==> src/rtl/isa_pkg.sv <==
// Shared ISA definitions for the instruction encoder and the CPU decoder.
// Holds opcode codes, instruction-word field positions, the STP word,
// the immediate-form classifier and the encoder state type.
package isa_pkg;

  // Opcode codes (5-bit, word[15:11])
  localparam logic [4:0] OP_NOP   = 5'b00000;
  localparam logic [4:0] OP_CALL  = 5'b00001;
  localparam logic [4:0] OP_JMP_I = 5'b00101;
  localparam logic [4:0] OP_ADD_R = 5'b01000;
  localparam logic [4:0] OP_ADD_I = 5'b01001;
  localparam logic [4:0] OP_SUB_I = 5'b01011;
  localparam logic [4:0] OP_MAS_I = 5'b01101;
  localparam logic [4:0] OP_MOV_I = 5'b01111;
  localparam logic [4:0] OP_SET_I = 5'b10111;
  localparam logic [4:0] OP_STP   = 5'b11111;

  // Field positions inside a 16-bit instruction word
  localparam int OPC_MSB  = 15;
  localparam int OPC_LSB  = 11;
  localparam int RD_MSB   = 10;
  localparam int RD_LSB   = 8;
  localparam int RS_MSB   = 7;
  localparam int RS_LSB   = 5;
  localparam int COND_MSB = 4;
  localparam int COND_LSB = 0;

  // STP with every operand field zero
  localparam logic [15:0] STP_WORD = 16'hF800;

  typedef enum logic [1:0] {
    EMIT = 2'd0,
    IMM  = 2'd1,
    STOP = 2'd2,
    HALT = 2'd3
  } state_t;

  // Immediate-form ops are followed in memory by a word carrying N.
  function automatic logic needs_imm(input logic [4:0] opcode);
    logic r;
    case (opcode)
      OP_CALL, OP_JMP_I, OP_ADD_I, OP_SUB_I,
      OP_MAS_I, OP_MOV_I, OP_SET_I: r = 1'b1;
      default:                      r = 1'b0;
    endcase
    return r;
  endfunction

endpackage

==> src/rtl/instr_encoder.sv <==
// Program-loader write side of the instruction RAM (port 2).
// Accepts one structured instruction per valid/ready handshake, packs it into
// a 16-bit ISA word and writes it at the next address. Immediate-form ops
// are followed by a word holding N; the last instruction is followed by STP.
//
// Ports:
//   clk, rst_n                 clock, async active-low reset
//   start, start_addr          (re)start a program load at start_addr
//   in_valid / in_ready        instruction handshake (in_ready combinational)
//   in_opcode/rd/rs/cond/imm   instruction fields, sampled on accept
//   in_last                    final instruction; STP is appended after it
//   instr_wen/waddr/wdata      registered RAM write port
//   words_written              words written since start/reset (saturating)
//   done                       1-cycle pulse together with the STP write
//   overflow                   sticky: write attempted at ptr >= DEPTH
//
// state | meaning
// EMIT  | ready for an instruction; op word written the cycle after accept
// IMM   | writing the captured immediate word
// STOP  | writing STP and pulsing done
// HALT  | program finished or overflowed; idle until start
module instr_encoder
  import isa_pkg::*;
#(
  parameter int DEPTH  = 1024,
  parameter int ADDR_W = 16
) (
  input  logic              clk,
  input  logic              rst_n,
  input  logic              start,
  input  logic [ADDR_W-1:0] start_addr,
  input  logic              in_valid,
  output logic              in_ready,
  input  logic [4:0]        in_opcode,
  input  logic [2:0]        in_rd,
  input  logic [2:0]        in_rs,
  input  logic [4:0]        in_cond,
  input  logic [15:0]       in_imm,
  input  logic              in_last,
  output logic              instr_wen,
  output logic [ADDR_W-1:0] instr_waddr,
  output logic [15:0]       instr_wdata,
  output logic [15:0]       words_written,
  output logic              done,
  output logic              overflow
);

  // One extra bit so DEPTH = 2**ADDR_W is representable; a full-range
  // pointer then never reports out-of-bounds and simply wraps.
  localparam logic [ADDR_W:0] DEPTH_LIM = (ADDR_W+1)'(DEPTH);

  state_t            state;
  logic [ADDR_W-1:0] ptr;
  logic [15:0]       imm_q;
  logic              last_q;

  logic        ptr_oob;
  logic [15:0] op_word;
  logic        wr_req;
  logic [15:0] wr_data;

  assign ptr_oob  = ({1'b0, ptr} >= DEPTH_LIM);
  assign op_word  = {in_opcode, in_rd, in_rs, in_cond};
  assign in_ready = (state == EMIT) && !overflow && !start;

  // Which word (if any) the current state wants to write at the next edge.
  always_comb begin
    wr_req  = 1'b0;
    wr_data = op_word;
    case (state)
      EMIT: begin
        wr_req  = in_valid && in_ready;
        wr_data = op_word;
      end
      IMM: begin
        wr_req  = 1'b1;
        wr_data = imm_q;
      end
      STOP: begin
        wr_req  = 1'b1;
        wr_data = STP_WORD;
      end
      default: begin
        wr_req  = 1'b0;
        wr_data = op_word;
      end
    endcase
  end

  always_ff @(posedge clk or negedge rst_n) begin
    if (!rst_n) begin
      state         <= EMIT;
      ptr           <= '0;
      imm_q         <= '0;
      last_q        <= 1'b0;
      instr_wen     <= 1'b0;
      instr_waddr   <= '0;
      instr_wdata   <= '0;
      words_written <= '0;
      done          <= 1'b0;
      overflow      <= 1'b0;
    end else begin
      instr_wen <= 1'b0;
      done      <= 1'b0;
      if (start) begin
        // Restart wins over everything, including a pending IMM/STOP write.
        ptr           <= start_addr;
        words_written <= '0;
        overflow      <= 1'b0;
        state         <= EMIT;
      end else if (wr_req) begin
        if (ptr_oob) begin
          overflow <= 1'b1;
          state    <= HALT;
        end else begin
          instr_wen   <= 1'b1;
          instr_waddr <= ptr;
          instr_wdata <= wr_data;
          ptr         <= ptr + ADDR_W'(1);
          if (words_written != 16'hFFFF) begin
            words_written <= words_written + 16'd1;
          end
          case (state)
            EMIT: begin
              if (needs_imm(in_opcode)) begin
                imm_q  <= in_imm;
                last_q <= in_last;
                state  <= IMM;
              end else if (in_last) begin
                state <= STOP;
              end
            end
            IMM: begin
              state <= last_q ? STOP : EMIT;
            end
            STOP: begin
              done  <= 1'b1;
              state <= HALT;
            end
            default: state <= HALT;
          endcase
        end
      end
    end
  end

endmodule
==> config.mk <==
export PLATFORM = sky130hd
export DESIGN_NAME = instr_encoder
export DESIGN_NICKNAME = d
export VERILOG_FILES = /design/src/rtl/isa_pkg.sv /design/src/rtl/instr_encoder.sv
export SDC_FILE = /design/constraint.sdc
export NUM_CORES = 1
export LEC_CHECK = 0
export BUFFER_PORTS_ARGS = -buffer_cell sky130_fd_sc_hd__buf_4
export CAP_MARGIN = 15
export CORE_MARGIN = 2
export CORE_UTILIZATION = 40
export DETAILED_ROUTE_END_ITERATION = 6
export RECOVER_POWER = 50
export SKIP_CTS_REPAIR_TIMING = 1
export SLEW_MARGIN = 20
export SYNTH_ARGS = -nofsm -noshare
export SYNTH_HDL_FRONTEND = slang
export SYNTH_SLANG_ARGS = --single-unit
==> constraint.sdc <==
create_clock -name clk -period 2.8 [get_ports clk]
set_input_delay 0.14 -clock clk [delete_from_list [all_inputs] [get_ports clk]]
set_output_delay 0.14 -clock clk [all_outputs]
set_load 0.1 [all_outputs]
==> results of run 1 <==
==> sequential cells by signal (all words and copies together) (netlist names) <==
name and cells:
done 1, instr_wdata 16, instr_wen 1, overflow 1, instr_waddr 16, last_q 1, imm_q 16, ptr 16
state 2, words_written 16
==> per-layer routing <==
metal / up-vias / track usage (%) / wire length, um
met5: - / 0 / 0
met4: 0 / 6.95 / 171
met3: 16 / 3.82 / 517
met2: 80 / 26.2 / 4180
met1: 1450 / 23.5 / 4300
li1: 1559 / - / -
==> cell type report <==
type / instances / area, sq um
Timing Repair Buffer: 122 / 861
Clock inverter: 5 / 82.6
Fill cell: 960 / 4570
Tap cell: 133 / 166
Inverter: 12 / 46.3
Multi-Input combinational cell: 268 / 1710
Clock buffer: 11 / 141
Sequential cell: 86 / 2150
==> worst max-delay path, stage by stage, from the launching register on <==
cell,delay (ns)
dfrtp_1,0.37
or4_1,0.55
a211o_1,0.30
or2_2,0.30
clkinv_2,0.13
nand4_4,0.31
mux2_1,0.42
==> where the power goes <==
part,total [mW],leakage [nW],internal [mW],switching (mW)
clock,0.971,0.113,0.529,0.442
combinational,1.95,1.20,0.415,1.53
sequential,1.54,1.15,1.42,0.116
==> logic make-up (layout without fill, tap and decap cells) <==
family,count (synthesis),count (layout)
AOI/OAI and AO/OA,69,69
DFF,86,86
xor gates and xnor gates,23,23
muxes,29,29
adders and majority gates,7,7
buffers and inverters,34,150
and+or+nand+nor,140,140
==> cells in the final DEF, fill, tap and decap left out, drive strengths merged, types with 4 or more instances in the layout <==
master | synthesis | layout
ha | 7 | 7
inv | 11 | 11
nor2 | 26 | 26
nand3 | 9 | 9
nor3 | 8 | 8
clkbuf | 20 | 34
and4 | 5 | 5
and3 | 13 | 13
o21ai | 27 | 27
a211oi | 8 | 8
clkinv | 1 | 4
xnor2 | 21 | 21
dfrtp | 86 | 86
buf | 2 | 87
mux2 | 26 | 26
dlygate4sd3 | 0 | 12
a21oi | 26 | 26
nand2 | 54 | 54
and2 | 7 | 7
==> worst max path at each step <==
stage	cells after the start	start	slack [ns]	end
2_1_floorplan	8	overflow	0.17	imm_q[10]
3_3_place_gp	6	ptr[14]	0.33	imm_q[4]
3_5_place_dp	6	ptr[14]	0.30	imm_q[11]
4_1_cts	6	ptr[14]	0.28	imm_q[12]
5_1_grt	6	ptr[14]	0.15	imm_q[12]
6_report	6	ptr[14]	0.31	imm_q[12]
==> stage by stage <==
stage                     worst slack (ns)  utilization (%)  hold slack [ns]  area [sq um]
after floorplan                      0.175                -           -0.156          4000
after global placement               0.326             50.4            0.353          4900
after detailed placement             0.297             50.4            0.358          4900
after CTS                            0.283             52.7          -0.0280          5130
after global routing                 0.147             53.1        -0.000682          5160
final                                0.310             53.1          0.00347          5160
==> summary.md, run 1 <==
| Metric | Value |
|---|---|
| Mux cell area share after synthesis | under 10% |
| Vias in the first global route | ~3000 |
| Drt first-iter violations | ~140 |
| Largest net degree at the start of global routing | 87 |
| Synth unique cells | 43 |
| Clock sink count | 86 |
| CTS Buf Count | 9 |
| Core box area | between 0.009 and 0.01 sq mm |
| Worst Min Path Start | in_imm[15] |
| Final setup viols | 0 |
| Final TNS setup | 0 ns |
| GRT Overall Usage | between 15 and 20% |
| Post-synthesis adder-cell area fraction | 2.19% |
| Req. time, crit path | roughly 3.0 ns |
| Failing checks | max-capacitance violations, max-slew violations |
| First-pass GRT wire length | between 10000 and 15000 um |
| Cell taking the most area after synthesis | dfrtp_1 |
| Die area | 0.0108 sq mm |
| Worst hold stages | 2 |
| Initial Utilization | 41.1% |
| Post-Route WL | approximately 9200 um |
| Post-Synth XOR/XNOR Area | 5.04% |
| Maxcap violations | 1 |
| Yosys warns | 0 |
| Post-synth top area share | 53.8% |
| Area contributors post-synth | dfrtp_1 (54%), nand2_1 (5.1%), xnor2_1 (4.6%), mux2_1 (4.2%), a21oi_1 (3.3%) |
| Final Skew | between 0.01 and 0.015 ns |
| Synth-to-layout area growth | 29.1% |
| Top-count cell post-synth | dfrtp_1 |
| Lkg Pwr | roughly 2.5 nW |
| Setup CP Type | reg -> reg |
| Compound-Gate Fraction of Synth Area | about a tenth |
| Max_slew headroom | -41.0% |
| Register clock-pin slew on the reported worst setup and hold paths | about 0.09 ns |
| DIE HEIGHT | 104 um |
| Total power | around 4.5 mW |
| Worst r2r dst | imm_q[12] |
| I/O Buffers | 104 |
| Syn Area/Cell | about 10 sq um |
| Die width | 104 um |
| Worst reg2reg startpoint | ptr[14] |
| Worst Tran Pin Value | ~2.1 ns |
| Sequential share of the synthesized area | a little over half |
| Worst Hold End | imm_q[15] |
| Clk buf depth | 2 |
| Startpoint Class | flip-flop |
| DR pass1 iterations | 4 |
| WL/cell | between 10 and 15 um |
| Crit share post-route | 88.9% |
| Share of cells above drive strength 1 | a little under a quarter |
| Flops & latches, synth | between 80 and 90 |
| Main synth FF type | dfrtp_1 |
| Period minus WS final | about 2.5 ns |
| Flop-to-flop setup slack | a little over 0.3 ns |
| CP Max Fanout | 17 |
| Outcome | finished with violations |
| Max IR drop VDD | between 0.4 and 0.5 mV |
| F_max | between 400 and 500 MHz |
| Worst Path Arrival | 2.72 ns |
| Min-delay worst type | in -> reg |
| RSZ-0062 raised after global routing | no |
| Post-Syn Instances | 388 |
| Vias | just over 3000 |
| Post-synth ARST share | 100% |
| Synth cell count leaders | dfrtp_1 (86), nand2_1 (54), a21oi_1 (26), nor2_1 (26), o21ai_1 (26) |
| H-tree Lvls | 3 |
| P per Cell Area | ~860 mW/mm^2 |
| Vias per cell | 4.87 |
| R2R depth | 6 |
| Fin cells | around 640 |
| CP endpoint kind | flip-flop |
| CTS tree | done |
| # rows | 36 |
| GPL Wtd Cong | 0.777 |
| Syn_nets | approximately 450 |
| Net count, final | about 560 |
| # diodes | 0 |
| Cell Area, Synth | around 0.0040 sq mm |
| Simple-Gate Fraction of Synth Area | 17.5% |
| Antenna violations before repair | 0 |
| DRC | 0 |
| GR Overflow Total | 0 |
| Number of synthesized flops with an enable pin | 0 |
| Endpoints failing hold | 0 |
| Antenna viol nets, final | 0 |
| Root buffer cell | clkbuf_8 |
| Post-DP HPWL | about 6300 um |
| Clk_lat worst skew | about 0.35 ns |
| DP Cell Count | approximately 610 |
| Max-slew violation count | 87 |
| Io pins | 105 |
| Largest family of logic cells by synthesized area | simple AND/OR/NAND/NOR gates |
Note: power is estimated with default switching activity, not from simulation.
==> run 2: changes to the inputs <==
Settings changed: GPL_ROUTABILITY_DRIVEN from default to 0, PLACE_DENSITY from default to 0.63.
==> summary.md, run 2 (synthesized netlist as in run 1, its figures left out) <==
| Metric | Value |
|---|---|
| Outcome | finished with violations |
| Failing checks | negative hold slack, max-capacitance violations, max-slew violations |
| Max stage delay on crit path | 0.57 ns (+0.02 ns) |
| Maxcap violations | 1 (unchanged) |
| Net count, final | 553 (-1.1%) |
| Worst Path Arrival | 2.75 ns (+0.03 ns) |
| Worst Min Path Start | start_addr[7] |
| Final hold slack | -0.000652 ns (-0.00413 ns) |
| Total power | 4.33 mW (-3.0%) |
| Worst hold stages | 3 (+1) |
| # rows | 36 (unchanged) |
| P_sw | 2.07 mW (-0.90%) |
| P per Cell Area | 855 mW/mm^2 (-1.0%) |
| DRC | 0 (unchanged) |
| Final Skew | 0.0111 ns (-0.000335 ns) |
| Vias per cell | 4.87 (-0.15%) |
| GR Util met1 | 22.0% (-1.5 points) |
| Share of cells above drive strength 1 | 23.3% (-0.12 points) |
| Startpoint Class | flip-flop |
| # diodes | 0 (unchanged) |
| Register clock-pin slew on the reported worst setup and hold paths | 0.09 ns (about the same) |
| Clock share of power | 19.3% (-2.5 points) |
| Worst Hold End | ptr[7] |
| Sw frac | 47.9% (+1.0 points) |
| DR pass1 iterations | 4 (unchanged) |
| Final TNS setup | 0 ns (unchanged) |
| Met2 global-route usage | 28.1% (+1.9 points) |
| Vias in the first global route | 3064 (+0.79%) |
| Antenna viol nets, final | 0 (unchanged) |
| Max IR drop VDD | 0.370 mV (-20%) |
| Seq pwr share | 35.6% (+1.1 points) |
| Largest net degree at the start of global routing | 87 (unchanged) |
| Clk_lat worst skew | 0.35 ns (about the same) |
| Min-delay worst type | in -> reg |
| Die area | 0.0108 sq mm (unchanged) |
| Initial Utilization | 41.1% (unchanged) |
| Busiest grt layer | met2 |
| Setup CP Type | reg -> reg |
| CTS Buf Count | 9 (unchanged) |
| Max-slew violation count | 87 (unchanged) |
| H-tree Lvls | 3 (unchanged) |
| Worst Tran Pin Value | 2.14 ns (+0.0253 ns) |
| Worst-path cell chain | or4_1 -> a211o_1 -> or2_2 -> clkinv_2 -> nand4_4 -> mux2_1 |
| Flop-to-flop setup slack | 0.28 ns (-0.03 ns) |
| Synth-to-layout area growth | 26.6% |
| Crit share post-route | 90.1% (+1.1 points) |
| Period minus WS final | 2.52 ns (+0.0322 ns) |
| First-pass GRT wire length | 14700 um (-1.3%) |
| GRT Overall Usage | 16.9% (-0.22 points) |
| Internal Pwr Total | 2.25 mW (-4.8%) |
| Lkg Pwr | 2.41 nW (-2.0%) |
| CTS tree | done |
| Drt first-iter violations | 140 (+0.72%) |
| CP Max Fanout | 17 (unchanged) |
| Worst r2r dst | imm_q[0] |
| Endpoints failing hold | 1 (+1) |
| Clock sink count | 86 (unchanged) |
| Req. time, crit path | 3.03 ns (about the same) |
| Vias | 3071 (-1.1%) |
| Core box area | 0.00973 sq mm (unchanged) |
| Fill cells | 950 (-1.0%) |
| Most frequent cells in the layout | buf_4 (87), dfrtp_1 (86), nand2_1 (54) |
| DIE HEIGHT | 104 um (unchanged) |
| Post-DP HPWL | 6420 um (+1.1%) |
| GR Overflow Total | 0 (unchanged) |
| Worst reg2reg startpoint | ptr[14] |
| RSZ-0062 raised after global routing | no |
| Post-Route WL | 9050 um (-1.3%) |
| Leading cell type in the layout, fill and taps excluded | buf_4 |
| CP endpoint kind | flip-flop |
| R2R depth | 6 (unchanged) |
| Root buffer cell | clkbuf_8 |
| Die width | 104 um (unchanged) |
| Final setup viols | 0 (unchanged) |
| WL/cell | 14.3 um (-0.35%) |
| Io pins | 105 (unchanged) |
| I/O Buffers | 104 (unchanged) |
| Combinational power share | 45.1% (+1.4 points) |
| Antenna violations before repair | 0 (unchanged) |
| Clk buf depth | 2 (unchanged) |
| Slowest stage cell on the critical path | or4_1 |
| Max_slew headroom | -42.7% (-1.7 points) |
| F_max | 396 MHz (-1.3%) |
| Met3 usage | 3.01% (-0.81 points) |
==> run 2: cell count changes in the layout (fill, tap and decap cells not counted) <==
| cell | delta |
|---|---|
| bufinv_16 | -1 |
| clkbuf_1 | +2 |
| clkbuf_8 | -1 |
| clkinv_2 | +1 |
| clkinv_4 | -2 |
| clkinvlp_4 | +1 |
| dlygate4sd3_1 | -6 |
==> run 2: how the worst max path moves through the flow <==
stage                     slack, ns        end      from
after floorplan                0.17  imm_q[10]  overflow
after global placement         0.33   imm_q[2]   ptr[14]
after detailed placement       0.29  imm_q[10]   ptr[14]
after CTS                      0.27  imm_q[15]   ptr[14]
after global routing           0.13   imm_q[8]     rst_n
final                          0.28   imm_q[0]   ptr[14]
==> run 2: per-stage QoR <==
stage                     area (sq um)  util (%)  worst slack (ns)  cells
after floorplan                   4000         -             0.175    388
after global placement            4900      50.4             0.330    609
after detailed placement          4900      50.4             0.286    609
after CTS                         5090      52.3             0.271    625
after global routing              5060      52.0             0.128    631
final                             5060      52.0             0.278    631
==> run 2: layout make-up <==
class	instances	area, sq um	area share, %
clock inverters	4	47.5	0.939
inverters	12	46.3	0.915
clock buffers	12	135	2.67
multi-input cells	268	1710	33.8
well taps	133	166	3.29
flip-flops and latches	86	2150	42.5
repair buffers	116	801	15.8
==> run 2: routing by layer <==
metal	share of wire (%)	wire, um
met5	0	0
met4	1.4	128
met2	47	4290
met3	3.8	348
met1	47	4290
==> run 2: worst max-delay path, delay by kind of cell (launching register included) <==
kind / cells / cell delay [ns]
and+or+nand+nor: 3 / 1.18
buffers and inverters: 1 / 0.13
DFF: 1 / 0.37
muxes: 1 / 0.42
AOI/OAI and AO/OA: 1 / 0.31
==> run 2: power by group through the flow <==
stage	Clock (mW)	Sequential (mW)	Combinational, mW
final	0.835	1.54	1.95
after global routing	0.914	1.57	2.06
after CTS	0.865	1.54	2.01
after detailed placement	0	1.57	2.01
after global placement	0	1.56	1.99
after floorplan	0	2.53	0.541
==> run 3: changes to the inputs <==
Settings changed: CELL_PAD_IN_SITES_DETAIL_PLACEMENT from default to 1, CELL_PAD_IN_SITES_GLOBAL_PLACEMENT from default to 1, PLACE_DENSITY 0.63 to 0.79, SKIP_LAST_GASP from default to 1.
==> summary.md, run 3 (synthesized netlist as in run 1, its figures left out) <==
| Metric | Value |
|---|---|
| Final setup viols | 0 (unchanged) |
| Maxcap violations | 0 (-1) |
| # rows | 36 (unchanged) |
| Startpoint Class | flip-flop |
| First-pass GRT wire length | 17400 um (+18%) |
| Min-delay worst type | in -> reg |
| Max IR drop VDD | 0.445 mV (+20%) |
| Largest net degree at the start of global routing | 53 (-39%) |
| DR WL met3 | 446 um (+28%) |
| Io pins | 105 (unchanged) |
| # diodes | 0 (unchanged) |
| WL/cell | 16.8 um (+17%) |
| Clk buf depth | 2 (unchanged) |
| Core box area | 0.00973 sq mm (unchanged) |
| Die width | 104 um (unchanged) |
| Die area | 0.0108 sq mm (unchanged) |
| Req. time, crit path | 3.04 ns (about the same) |
| Root buffer cell | clkbuf_8 |
| Synth-to-layout area growth | 30.5% |
| F_max | 392 MHz (-1.1%) |
| RSZ-0062 raised after global routing | no |
| DRC | 0 (unchanged) |
| Max_slew headroom | 19.6% (+62 points) |
| Antenna violations before repair | 0 (unchanged) |
| CTS tree | done |
| Worst-path cell chain | or4_1 -> a211o_1 -> or2_2 -> clkinv_2 -> nand4_4 -> mux2_1 |
| Setup CP Type | reg -> reg |
| CP endpoint kind | flip-flop |
| Metal2 WL | 5340 um (+24%) |
| Most frequent cells in the layout | buf_4 (87), dfrtp_1 (86), nand2_1 (54) |
| I/O Buffers | 104 (unchanged) |
| Post-Route WL | 10800 um (+19%) |
| Lkg Pwr | 2.49 nW (+3.2%) |
| Worst Tran Pin Value | 1.21 ns (-0.929 ns) |
| Drt first-iter violations | 81 (-42%) |
| Initial Utilization | 41.1% (unchanged) |
| Post-DP HPWL | 7670 um (+19%) |
| Slowest stage cell on the critical path | or4_1 |
| Clk_lat worst skew | 0.37 ns (+0.02 ns) |
| Period minus WS final | 2.55 ns (+0.0287 ns) |
| Vias per cell | 5.10 (+4.8%) |
| Total power | 4.51 mW (+4.3%) |
| P per Cell Area | 865 mW/mm^2 (+1.2%) |
| Max stage delay on crit path | 0.56 ns (about the same) |
| Final Skew | 0.0117 ns (+0.000626 ns) |
| Outcome | finished with violations |
| Final Worst Setup Slack | 0.249 ns (-0.0287 ns) |
| CP Max Fanout | 17 (unchanged) |
| Share of cells above drive strength 1 | 23.5% (+0.19 points) |
| H-tree Lvls | 3 (unchanged) |
| GRT Overall Usage | 20.3% (+3.4 points) |
| Pre-CTS WS | 0.267 ns (-0.0184 ns) |
| GR Overflow Total | 0 (unchanged) |
| DR pass1 iterations | 4 (unchanged) |
| Antenna viol nets, final | 0 (unchanged) |
| Max-slew violation count | 0 (-100%) |
| Vias in the first global route | 3434 (+12%) |
| Highest metal layer with signal wires | met4 |
| DIE HEIGHT | 104 um (unchanged) |
| Final TNS setup | 0 ns (unchanged) |
| Vias | 3286 (+7.0%) |
| Crit share post-route | 91.1% (+1.0 points) |
| Net count, final | 566 (+2.4%) |
| CTS Buf Count | 9 (unchanged) |
| Endpoints failing hold | 3 (+2) |
| Flop-to-flop setup slack | 0.25 ns (-0.03 ns) |
| Failing checks | negative hold slack |
| Clock sink count | 86 (unchanged) |
| Worst Path Arrival | 2.79 ns (+0.04 ns) |
| DRT met1 WL | 4870 um (+14%) |
| Register clock-pin slew on the reported worst setup and hold paths | 0.09 ns (about the same) |
| Leading cell type in the layout, fill and taps excluded | buf_4 |
| Final hold slack | -0.00564 ns (-0.00499 ns) |
run 3: cell count changes in the layout (fill, tap and decap cells not counted):
cell / before / now
clkinv_4: 0 / 1
dlygate4sd3_1: 6 / 18
clkinvlp_4: 1 / 0
clkinv_2: 3 / 5
clkbuf_2: 1 / 2
clkbuf_1: 25 / 22
bufinv_16: 1 / 2
run 3: metal layers:
metal,vias up,global-route usage (%)
met5,-,0
met3,10,5.14
met2,84,33.4
met4,0,6.76
met1,1624,26.3
li1,1568,-
run 3: through the flow:
step / area, sq um / std cells / utilization (%) / hold slack [ns]
detailed placement: 4920 / 610 / 50.6 / 0.178
global route: 5220 / 644 / 53.6 / 0.000309
finish: 5220 / 644 / 53.6 / -0.00564
CTS: 5140 / 626 / 52.8 / -0.225
global placement: 4920 / 610 / 50.6 / 0.162
floorplan: 4000 / 388 / - / -0.156
run 3: power breakdown:
part	internal (mW)	switching, mW
combinational	0.430	1.59
clock	0.498	0.454
sequential	1.42	0.122
run 3: worst paths after layout:
path,start,end,cells after the start
hold reg to reg,instr_waddr[4],instr_waddr[4],2
hold / removal,start_addr[4],ptr[4],3
max in group asynchronous,rst_n,imm_q[7],3
setup / recovery,ptr[14],imm_q[2],6
min in group asynchronous,rst_n,instr_waddr[4],2
setup reg to reg,ptr[14],imm_q[2],6
run 3: worst max-delay path, delay by kind of cell, from the launching register on:
kind	cells	cell delay, ns
AND/OR/NAND/NOR	3	1.16
multiplexers	1	0.43
flip-flops	1	0.38
AO/OA/AOI/OAI	1	0.31
buffers and inverters	1	0.14
run 3: area by class of cell:
cell class              count  area (sq um)
well taps                 133           166
repair buffers            129           926
clock inverters             7          88.8
clock buffers               9           124
multi-input cells         268          1710
flip-flops and latches     86          2150
fillers                  1126          4510
inverters                  12          46.3
